File: src/rtl/mtm_alu_pkg.sv
// Shared definitions for the mtm ALU core: opcodes, error-bit positions,
// controller states and the CRC helpers used by the controller, serializer and deserializer.
package mtm_alu_pkg;

    localparam logic [2:0] OP_AND = 3'b000;
    localparam logic [2:0] OP_OR  = 3'b001;
    localparam logic [2:0] OP_ADD = 3'b100;
    localparam logic [2:0] OP_SUB = 3'b101;

    // Positions inside the 3-bit error vector {e_data, e_crc, e_op}
    localparam int ERR_DATA_BIT = 2;
    localparam int ERR_CRC_BIT  = 1;
    localparam int ERR_OP_BIT   = 0;

    typedef enum logic [2:0] {
        ST_IDLE     = 3'd0,
        ST_CHECK    = 3'd1,
        ST_ISSUE    = 3'd2,
        ST_WAIT     = 3'd3,
        ST_EMIT     = 3'd4,
        ST_ERR_EMIT = 3'd5
    } ctrl_state_e;

    function automatic logic op_is_legal(input logic [2:0] op);
        logic ok;
        case (op)
            OP_AND, OP_OR, OP_ADD, OP_SUB: ok = 1'b1;
            default:                       ok = 1'b0;
        endcase
        return ok;
    endfunction

    // x^4+x+1, init 0, MSB first
    function automatic logic [3:0] crc4_d68(input logic [67:0] d);
        logic [3:0] c;
        logic       fb;
        c = 4'b0000;
        for (int i = 67; i >= 0; i--) begin
            fb = c[3] ^ d[i];
            c  = {c[2:0], 1'b0} ^ (fb ? 4'b0011 : 4'b0000);
        end
        return c;
    endfunction

    // x^3+x+1, init 0, MSB first
    function automatic logic [2:0] crc3_d37(input logic [36:0] d);
        logic [2:0] c;
        logic       fb;
        c = 3'b000;
        for (int i = 36; i >= 0; i--) begin
            fb = c[2] ^ d[i];
            c  = {c[1:0], 1'b0} ^ (fb ? 3'b011 : 3'b000);
        end
        return c;
    endfunction

    // Error control byte with trailing even parity over bits [7:1]
    function automatic logic [7:0] err_ctl(input logic [2:0] e);
        logic [6:0] hi;
        hi = {1'b1, e, e};
        return {hi, ^hi};
    endfunction

endpackage

File: src/rtl/mtm_alu_ctrl_resp.sv
// Response stage: builds the control byte and holds the output register
// until the serializer accepts it.
module mtm_alu_ctrl_resp
    import mtm_alu_pkg::*;
(
    input  logic        clk,
    input  logic        rst_n,
    input  logic        load_ok,
    input  logic        load_err,
    input  logic [2:0]  err_code,
    input  logic [31:0] alu_c,
    input  logic [3:0]  alu_flags,
    input  logic        out_ready,
    output logic        out_valid,
    output logic [31:0] out_data,
    output logic [7:0]  out_ctl,
    output logic        out_is_err,
    output logic        xfer
);

    logic        out_valid_r;
    logic [31:0] out_data_r;
    logic [7:0]  out_ctl_r;
    logic        out_is_err_r;

    // Output register: load a normal or error response, clear valid on transfer
    always_ff @(posedge clk) begin
        if (!rst_n) begin
            out_valid_r  <= 1'b0;
            out_data_r   <= 32'd0;
            out_ctl_r    <= 8'd0;
            out_is_err_r <= 1'b0;
        end else if (load_ok) begin
            out_valid_r  <= 1'b1;
            out_data_r   <= alu_c;
            out_ctl_r    <= {1'b0, alu_flags, crc3_d37({alu_c, 1'b0, alu_flags})};
            out_is_err_r <= 1'b0;
        end else if (load_err) begin
            out_valid_r  <= 1'b1;
            out_data_r   <= 32'd0;
            out_ctl_r    <= err_ctl(err_code);
            out_is_err_r <= 1'b1;
        end else if (out_valid_r && out_ready) begin
            out_valid_r  <= 1'b0;
        end
    end

    assign xfer       = out_valid_r && out_ready;
    assign out_valid  = out_valid_r;
    assign out_data   = out_data_r;
    assign out_ctl    = out_ctl_r;
    assign out_is_err = out_is_err_r;

endmodule

File: src/rtl/mtm_alu_ctrl.sv
// Sequencing controller between the frame deserializer and the multi-cycle ALU:
// validates a frame, issues it, watches for timeout and hands the response on.
module mtm_alu_ctrl
    import mtm_alu_pkg::*;
#(
    parameter int TIMEOUT = 16
) (
    input  logic        clk,
    input  logic        rst_n,
    input  logic        frm_valid,
    input  logic [31:0] frm_a,
    input  logic [31:0] frm_b,
    input  logic [7:0]  frm_ctl,
    input  logic        frm_err,
    output logic        busy,
    output logic        alu_start,
    output logic [2:0]  alu_op,
    output logic [31:0] alu_a,
    output logic [31:0] alu_b,
    input  logic        alu_done,
    input  logic [31:0] alu_c,
    input  logic [3:0]  alu_flags,
    output logic        out_valid,
    input  logic        out_ready,
    output logic [31:0] out_data,
    output logic [7:0]  out_ctl,
    output logic        out_is_err,
    output logic [7:0]  drop_cnt
);

    localparam int CW = $clog2(TIMEOUT + 1);

    ctrl_state_e state_r, state_s;
    logic [31:0] a_r, b_r;
    logic [2:0]  op_r;
    logic [3:0]  crc_r;
    logic        err_r;
    logic [CW-1:0] tmo_cnt_r;
    logic [7:0]  drop_cnt_r;
    logic        busy_r, alu_start_r;
    logic        load_ok_s, load_err_s, xfer_s;
    logic [2:0]  err_s, verdict_s;
    logic        unused_ctl_msb_s;

    assign unused_ctl_msb_s = frm_ctl[7];

    // Frame verdict with priority data error > CRC error > opcode error
    always_comb begin
        verdict_s = 3'b000;
        if (err_r) begin
            verdict_s[ERR_DATA_BIT] = 1'b1;
        end else if (crc4_d68({a_r, b_r, 1'b1, op_r}) != crc_r) begin
            verdict_s[ERR_CRC_BIT] = 1'b1;
        end else if (!op_is_legal(op_r)) begin
            verdict_s[ERR_OP_BIT] = 1'b1;
        end else begin
            verdict_s = 3'b000;
        end
    end

    // Next state and response-load requests
    always_comb begin
        state_s    = state_r;
        load_ok_s  = 1'b0;
        load_err_s = 1'b0;
        err_s      = 3'b000;
        case (state_r)
            ST_IDLE: begin
                if (frm_valid) state_s = ST_CHECK;
                else           state_s = ST_IDLE;
            end
            ST_CHECK: begin
                if (verdict_s != 3'b000) begin
                    state_s    = ST_ERR_EMIT;
                    load_err_s = 1'b1;
                    err_s      = verdict_s;
                end else begin
                    state_s    = ST_ISSUE;
                end
            end
            ST_ISSUE: state_s = ST_WAIT;
            ST_WAIT: begin
                // A done coinciding with the last allowed cycle still wins
                if (alu_done) begin
                    state_s   = ST_EMIT;
                    load_ok_s = 1'b1;
                end else if (tmo_cnt_r == CW'(TIMEOUT)) begin
                    state_s           = ST_ERR_EMIT;
                    load_err_s        = 1'b1;
                    err_s[ERR_OP_BIT] = 1'b1;
                end else begin
                    state_s = ST_WAIT;
                end
            end
            ST_EMIT, ST_ERR_EMIT: begin
                if (xfer_s) state_s = ST_IDLE;
                else        state_s = state_r;
            end
            default: state_s = ST_IDLE;
        endcase
    end

    // State, frame latch, issue pulse and timeout counter
    always_ff @(posedge clk) begin
        if (!rst_n) begin
            state_r     <= ST_IDLE;
            a_r         <= 32'd0;
            b_r         <= 32'd0;
            op_r        <= 3'd0;
            crc_r       <= 4'd0;
            err_r       <= 1'b0;
            tmo_cnt_r   <= '0;
            busy_r      <= 1'b0;
            alu_start_r <= 1'b0;
        end else begin
            state_r     <= state_s;
            busy_r      <= (state_s != ST_IDLE);
            alu_start_r <= (state_s == ST_ISSUE);
            if (state_r == ST_IDLE && frm_valid) begin
                a_r   <= frm_a;
                b_r   <= frm_b;
                op_r  <= frm_ctl[6:4];
                crc_r <= frm_ctl[3:0];
                err_r <= frm_err;
            end
            if (state_r == ST_ISSUE) begin
                tmo_cnt_r <= CW'(1);
            end else if (state_r == ST_WAIT && tmo_cnt_r != CW'(TIMEOUT)) begin
                tmo_cnt_r <= tmo_cnt_r + CW'(1);
            end
        end
    end

    // Saturating count of frames arriving while not idle
    always_ff @(posedge clk) begin
        if (!rst_n) begin
            drop_cnt_r <= 8'd0;
        end else if (frm_valid && state_r != ST_IDLE && drop_cnt_r != 8'hFF) begin
            drop_cnt_r <= drop_cnt_r + 8'd1;
        end
    end

    mtm_alu_ctrl_resp u_resp (
        .clk        (clk),
        .rst_n      (rst_n),
        .load_ok    (load_ok_s),
        .load_err   (load_err_s),
        .err_code   (err_s),
        .alu_c      (alu_c),
        .alu_flags  (alu_flags),
        .out_ready  (out_ready),
        .out_valid  (out_valid),
        .out_data   (out_data),
        .out_ctl    (out_ctl),
        .out_is_err (out_is_err),
        .xfer       (xfer_s)
    );

    assign busy      = busy_r;
    assign alu_start = alu_start_r;
    assign alu_op    = op_r;
    assign alu_a     = a_r;
    assign alu_b     = b_r;
    assign drop_cnt  = drop_cnt_r;

endmodule

File: config.mk
export PLATFORM = sky130hd
export DESIGN_NAME = mtm_alu_ctrl
export DESIGN_NICKNAME = d
export VERILOG_FILES = /design/src/rtl/mtm_alu_pkg.sv /design/src/rtl/mtm_alu_ctrl_resp.sv /design/src/rtl/mtm_alu_ctrl.sv
export SDC_FILE = /design/constraint.sdc
export NUM_CORES = 1
export LEC_CHECK = 0
export CORE_MARGIN = 2
export CORE_UTILIZATION = 50
export DETAILED_ROUTE_END_ITERATION = 10
export DONT_BUFFER_PORTS = 1
export SLEW_MARGIN = 20
export SYNTH_ARGS = -nofsm -noshare
export SYNTH_HDL_FRONTEND = slang
export SYNTH_SLANG_ARGS = --single-unit
export TNS_END_PERCENT = 30
File: constraint.sdc
create_clock -name clk -period 6.93 [get_ports clk]
set_input_delay 0.693 -clock clk [delete_from_list [all_inputs] [get_ports clk]]
set_output_delay 0.693 -clock clk [all_outputs]
set_load 0.05 [all_outputs]
==> flow_metrics.env <==
export IMPL_max_stage_delay_ns=0.74
export IMPL_rsz0062_at_grt="false"
export IMPL_grt_pass1_wl_mm=26.9
export IMPL_skew_ns=0.00809
export IMPL_syn_avg_cell_area_sq_um=9.16
export IMPL_netlist_instances=747
export IMPL_power_density_nw_per_um2=734
export IMPL_cp_num_buf_inv=1
export IMPL_die_h_um=121
export IMPL_portBuffers=0
export IMPL_period_needed_ns=4.78
export IMPL_slew_viol_final=0
export IMPL_area_growth_pct=10.2
export IMPL_timing_setup_tns_ns=0
export IMPL_peakVddDrop_mv=0.714
export IMPL_firstDrtPassIters=7
export IMPL_timing_final_ws_setup_ns=2.15
export IMPL_ios=233
export IMPL_die_x_um=121
export IMPL_drc=0
export IMPL_drive_gt1_share_pct=6.50
export IMPL_syn_area_sq_um=6840
export IMPL_placed_cells=882
export IMPL_seqPwrFrac_pct=22.0
export IMPL_grt_max_degree=126
export IMPL_hp_class="input port to register"
export IMPL_leakagePower_uw=0.00277
export IMPL_worst_setup_path_type="register to register"
export IMPL_cts_sinks=131
export IMPL_finalCritPeriodShare_pct=69.0
export IMPL_rows=42
export IMPL_max_slew_margin_pct=32.3
export IMPL_multi_input_area_sq_um=4010
export IMPL_fmax_ghz=0.209
export IMPL_cts_hold_buf=0
export IMPL_fillers=1232
export IMPL_crit_fanout=39
export IMPL_core_area_sq_um=13300
export IMPL_cts_setup_buffers=0
export IMPL_pwr_share_comb_pct=60.9
export IMPL_dpl_hpwl_mm=11.8
export IMPL_crit_family="XOR/XNOR gates"
export IMPL_cts_inserted_buffers=17
export IMPL_final_nets=842
export IMPL_p_sw_share_pct=44.0
export IMPL_finalSetupViolCount=0
export IMPL_wire_per_inst_um=18.7
export IMPL_wirelength_mm=17.1
export IMPL_cts_buffer_depth=2
export IMPL_clk_latency_ns=0.42
export IMPL_regArea_sq_um=2620
export IMPL_vias_per_cell=5.54
export IMPL_drv_cap=0
export IMPL_grt_usage_pct=23.6
export IMPL_ys_warn_count=0
export IMPL_synth_cell_types=45
export IMPL_internal_power_uw=3100
export IMPL_required_ns=7.24
export IMPL_cts_resized=0
export IMPL_ant_nets=0
export IMPL_drtIter0Drc=376
export IMPL_start_kind="register"
export IMPL_overflow=0
export IMPL_vias=5071
export IMPL_pre_cts_ws_ns=2.21
export IMPL_stdcell_count=915
export IMPL_synth_ff_type="dfxtp_1"
export IMPL_synthArstFlopShare_pct=0
export IMPL_place_gp_congestion=0.774
export IMPL_synthesis_nets=864
export IMPL_tightest_slew_ns=1.00
export IMPL_yosysSeqAreaShare_pct=38.3
export IMPL_critPathArrivalTime_ns=5.09
export IMPL_antenna_found_initial=1
export IMPL_start_util_pct=51.5
export IMPL_grt_pass1_vias=5078
export IMPL_synth_seq_cells=131
export IMPL_synth_edf_count=0
export IMPL_root_buffer="clkbuf_16"
export IMPL_cts_tree="built"
export IMPL_critPathSlowestCell="dfxtp_1"
export IMPL_p_clk_share_pct=17.1
export IMPL_path_clk_slew_ns=0.06
export IMPL_crit_chain="xnor2_1 -> xnor3_2 -> xor2_2 -> xnor3_1 -> xnor3_2 -> xnor3_1 -> mux2i_1 -> a2111oi_4 -> buf_4 -> o21ai_1 -> o221a_2"
export IMPL_cp_end_kind="register"
export IMPL_hold_viol_final=0
export IMPL_die_area_sq_um=14600
export IMPL_status="completed"
export IMPL_htree_levels=4
export IMPL_power_switching_uw=2440
placed cells by master (no fill, tap or decap), types with 5 or more instances in the layout:
cell type  count
nand2_1      192
dfxtp_1      131
xnor2_1      100
a21boi_0      74
o211ai_1      34
a21boi_1      34
xnor3_1       22
xor2_1        21
clkbuf_16     17
a21oi_1        9
nor2_1         8
and2_1         8
o21ai_0        6
clkinv_2       6
buf_4          6
inv_1          5
nand4_1        5
synthesized netlist by cell type (2+ instances only):
| cell type | number | area (sq um) |
|---|---|---|
| nand2_1 | 193 | 724 |
| dfxtp_1 | 131 | 2620 |
| xnor2_1 | 100 | 876 |
| a21boi_0 | 74 | 556 |
| clkbuf_1 | 41 | 154 |
| a21boi_1 | 34 | 255 |
| o211ai_1 | 34 | 255 |
| xnor3_1 | 22 | 495 |
| xor2_1 | 21 | 184 |
| a21oi_1 | 9 | 45.0 |
| and2_1 | 9 | 56.3 |
| nor2_1 | 8 | 30.0 |
| o21ai_0 | 7 | 35.0 |
| inv_1 | 5 | 18.8 |
| nand4_1 | 5 | 31.3 |
| nor3_1 | 4 | 20.0 |
| a22oi_1 | 3 | 22.5 |
| ha_1 | 3 | 37.5 |
| mux2i_1 | 3 | 30.0 |
| nor2b_1 | 3 | 18.8 |
| o211a_1 | 3 | 30.0 |
| or3_1 | 3 | 18.8 |
| and3_1 | 2 | 12.5 |
| buf_2 | 2 | 10.0 |
| buf_6 | 2 | 22.5 |
| nand2b_1 | 2 | 12.5 |
| nand3_1 | 2 | 10.0 |
| o21a_1 | 2 | 15.0 |
| o21ai_1 | 2 | 10.0 |
| o221a_2 | 2 | 22.5 |
| xnor3_2 | 2 | 47.6 |
metal layers:
layer | GRT usage (%) | wire (um) | vias up
met3 | 11.4 | 1900 | 29
met4 | 9.74 | 420 | 0
met5 | 0 | 0 | -
met2 | 34.9 | 7500 | 209
met1 | 29.4 | 7290 | 2367
li1 | - | - | 2466
cell type report:
class                           instances  area share (%)
Timing Repair Buffer                    6           0.598
Multi-Input combinational cell        564            53.2
Sequential cell                       131            34.8
Tap cell                              176            2.92
Clock buffer                           21            6.11
Antenna cell                            1          0.0332
Clock inverter                         11            2.09
Inverter                                5           0.249
state kept, by name, summed over array words and instances (netlist names), 3 cells and up:
name / cells
u_resp.out_ctl: 8
alu_b: 32
alu_op: 3
drop_cnt: 8
crc_r: 4
alu_a: 32
tmo_cnt_r: 5
state_r: 3
u_resp.out_data: 32
cells by family (layout without fill, tap and decap cells):
kind of cell / count (synthesis) / after routing / share of synthesized area (%)
mux: 3 / 3 / 0.439
compound gates: 177 / 177 / 19.4
flops: 131 / 131 / 38.3
xor+xnor: 147 / 147 / 24.0
simple gates: 234 / 234 / 14.1
fa+ha+maj: 3 / 3 / 0.549
other cells: 0 / 1 / 0
buf+inv: 52 / 43 / 3.16
final timing paths:
check | start | to | slack (ns) | cells past startpoint
worst max-delay path | alu_a[29]$_SDFFE_PN0P_ | u_resp.out_ctl[2]$_SDFFE_PN0P_ | 2.15 | 11
worst min-delay path | alu_c[20] | u_resp.out_data[20]$_SDFFE_PN0P_ | 0.40 | 2
worst max register to register | alu_a[29]$_SDFFE_PN0P_ | u_resp.out_ctl[2]$_SDFFE_PN0P_ | 2.15 | 11
worst min register to register | crc_r[0]$_SDFFE_PN0P_ | crc_r[0]$_SDFFE_PN0P_ | 0.48 | 2
power by group through the flow:
stage,Combinational (uW),Clock [uW],Sequential [uW]
after floorplan,3000,0,1190
after global placement,3250,0,1230
after detailed placement,3350,0,1230
after CTS,3360,960,1220
after global routing,3600,997,1230
final,3370,947,1220
metrics by stage:
| step | hold WS (ns) | util, % | power, uW | area [sq um] |
|---|---|---|---|---|
| after floorplan | 0.444 | - | 4190 | 6840 |
| after global placement | 0.468 | 52.0 | 4490 | 6920 |
| after global routing | 0.390 | 56.7 | 5830 | 7540 |
| after CTS | 0.386 | 56.7 | 5540 | 7540 |
| final | 0.404 | 56.7 | 5540 | 7540 |
| after detailed placement | 0.472 | 52.0 | 4590 | 6920 |
Note: power is estimated with default switching activity, not from simulation.
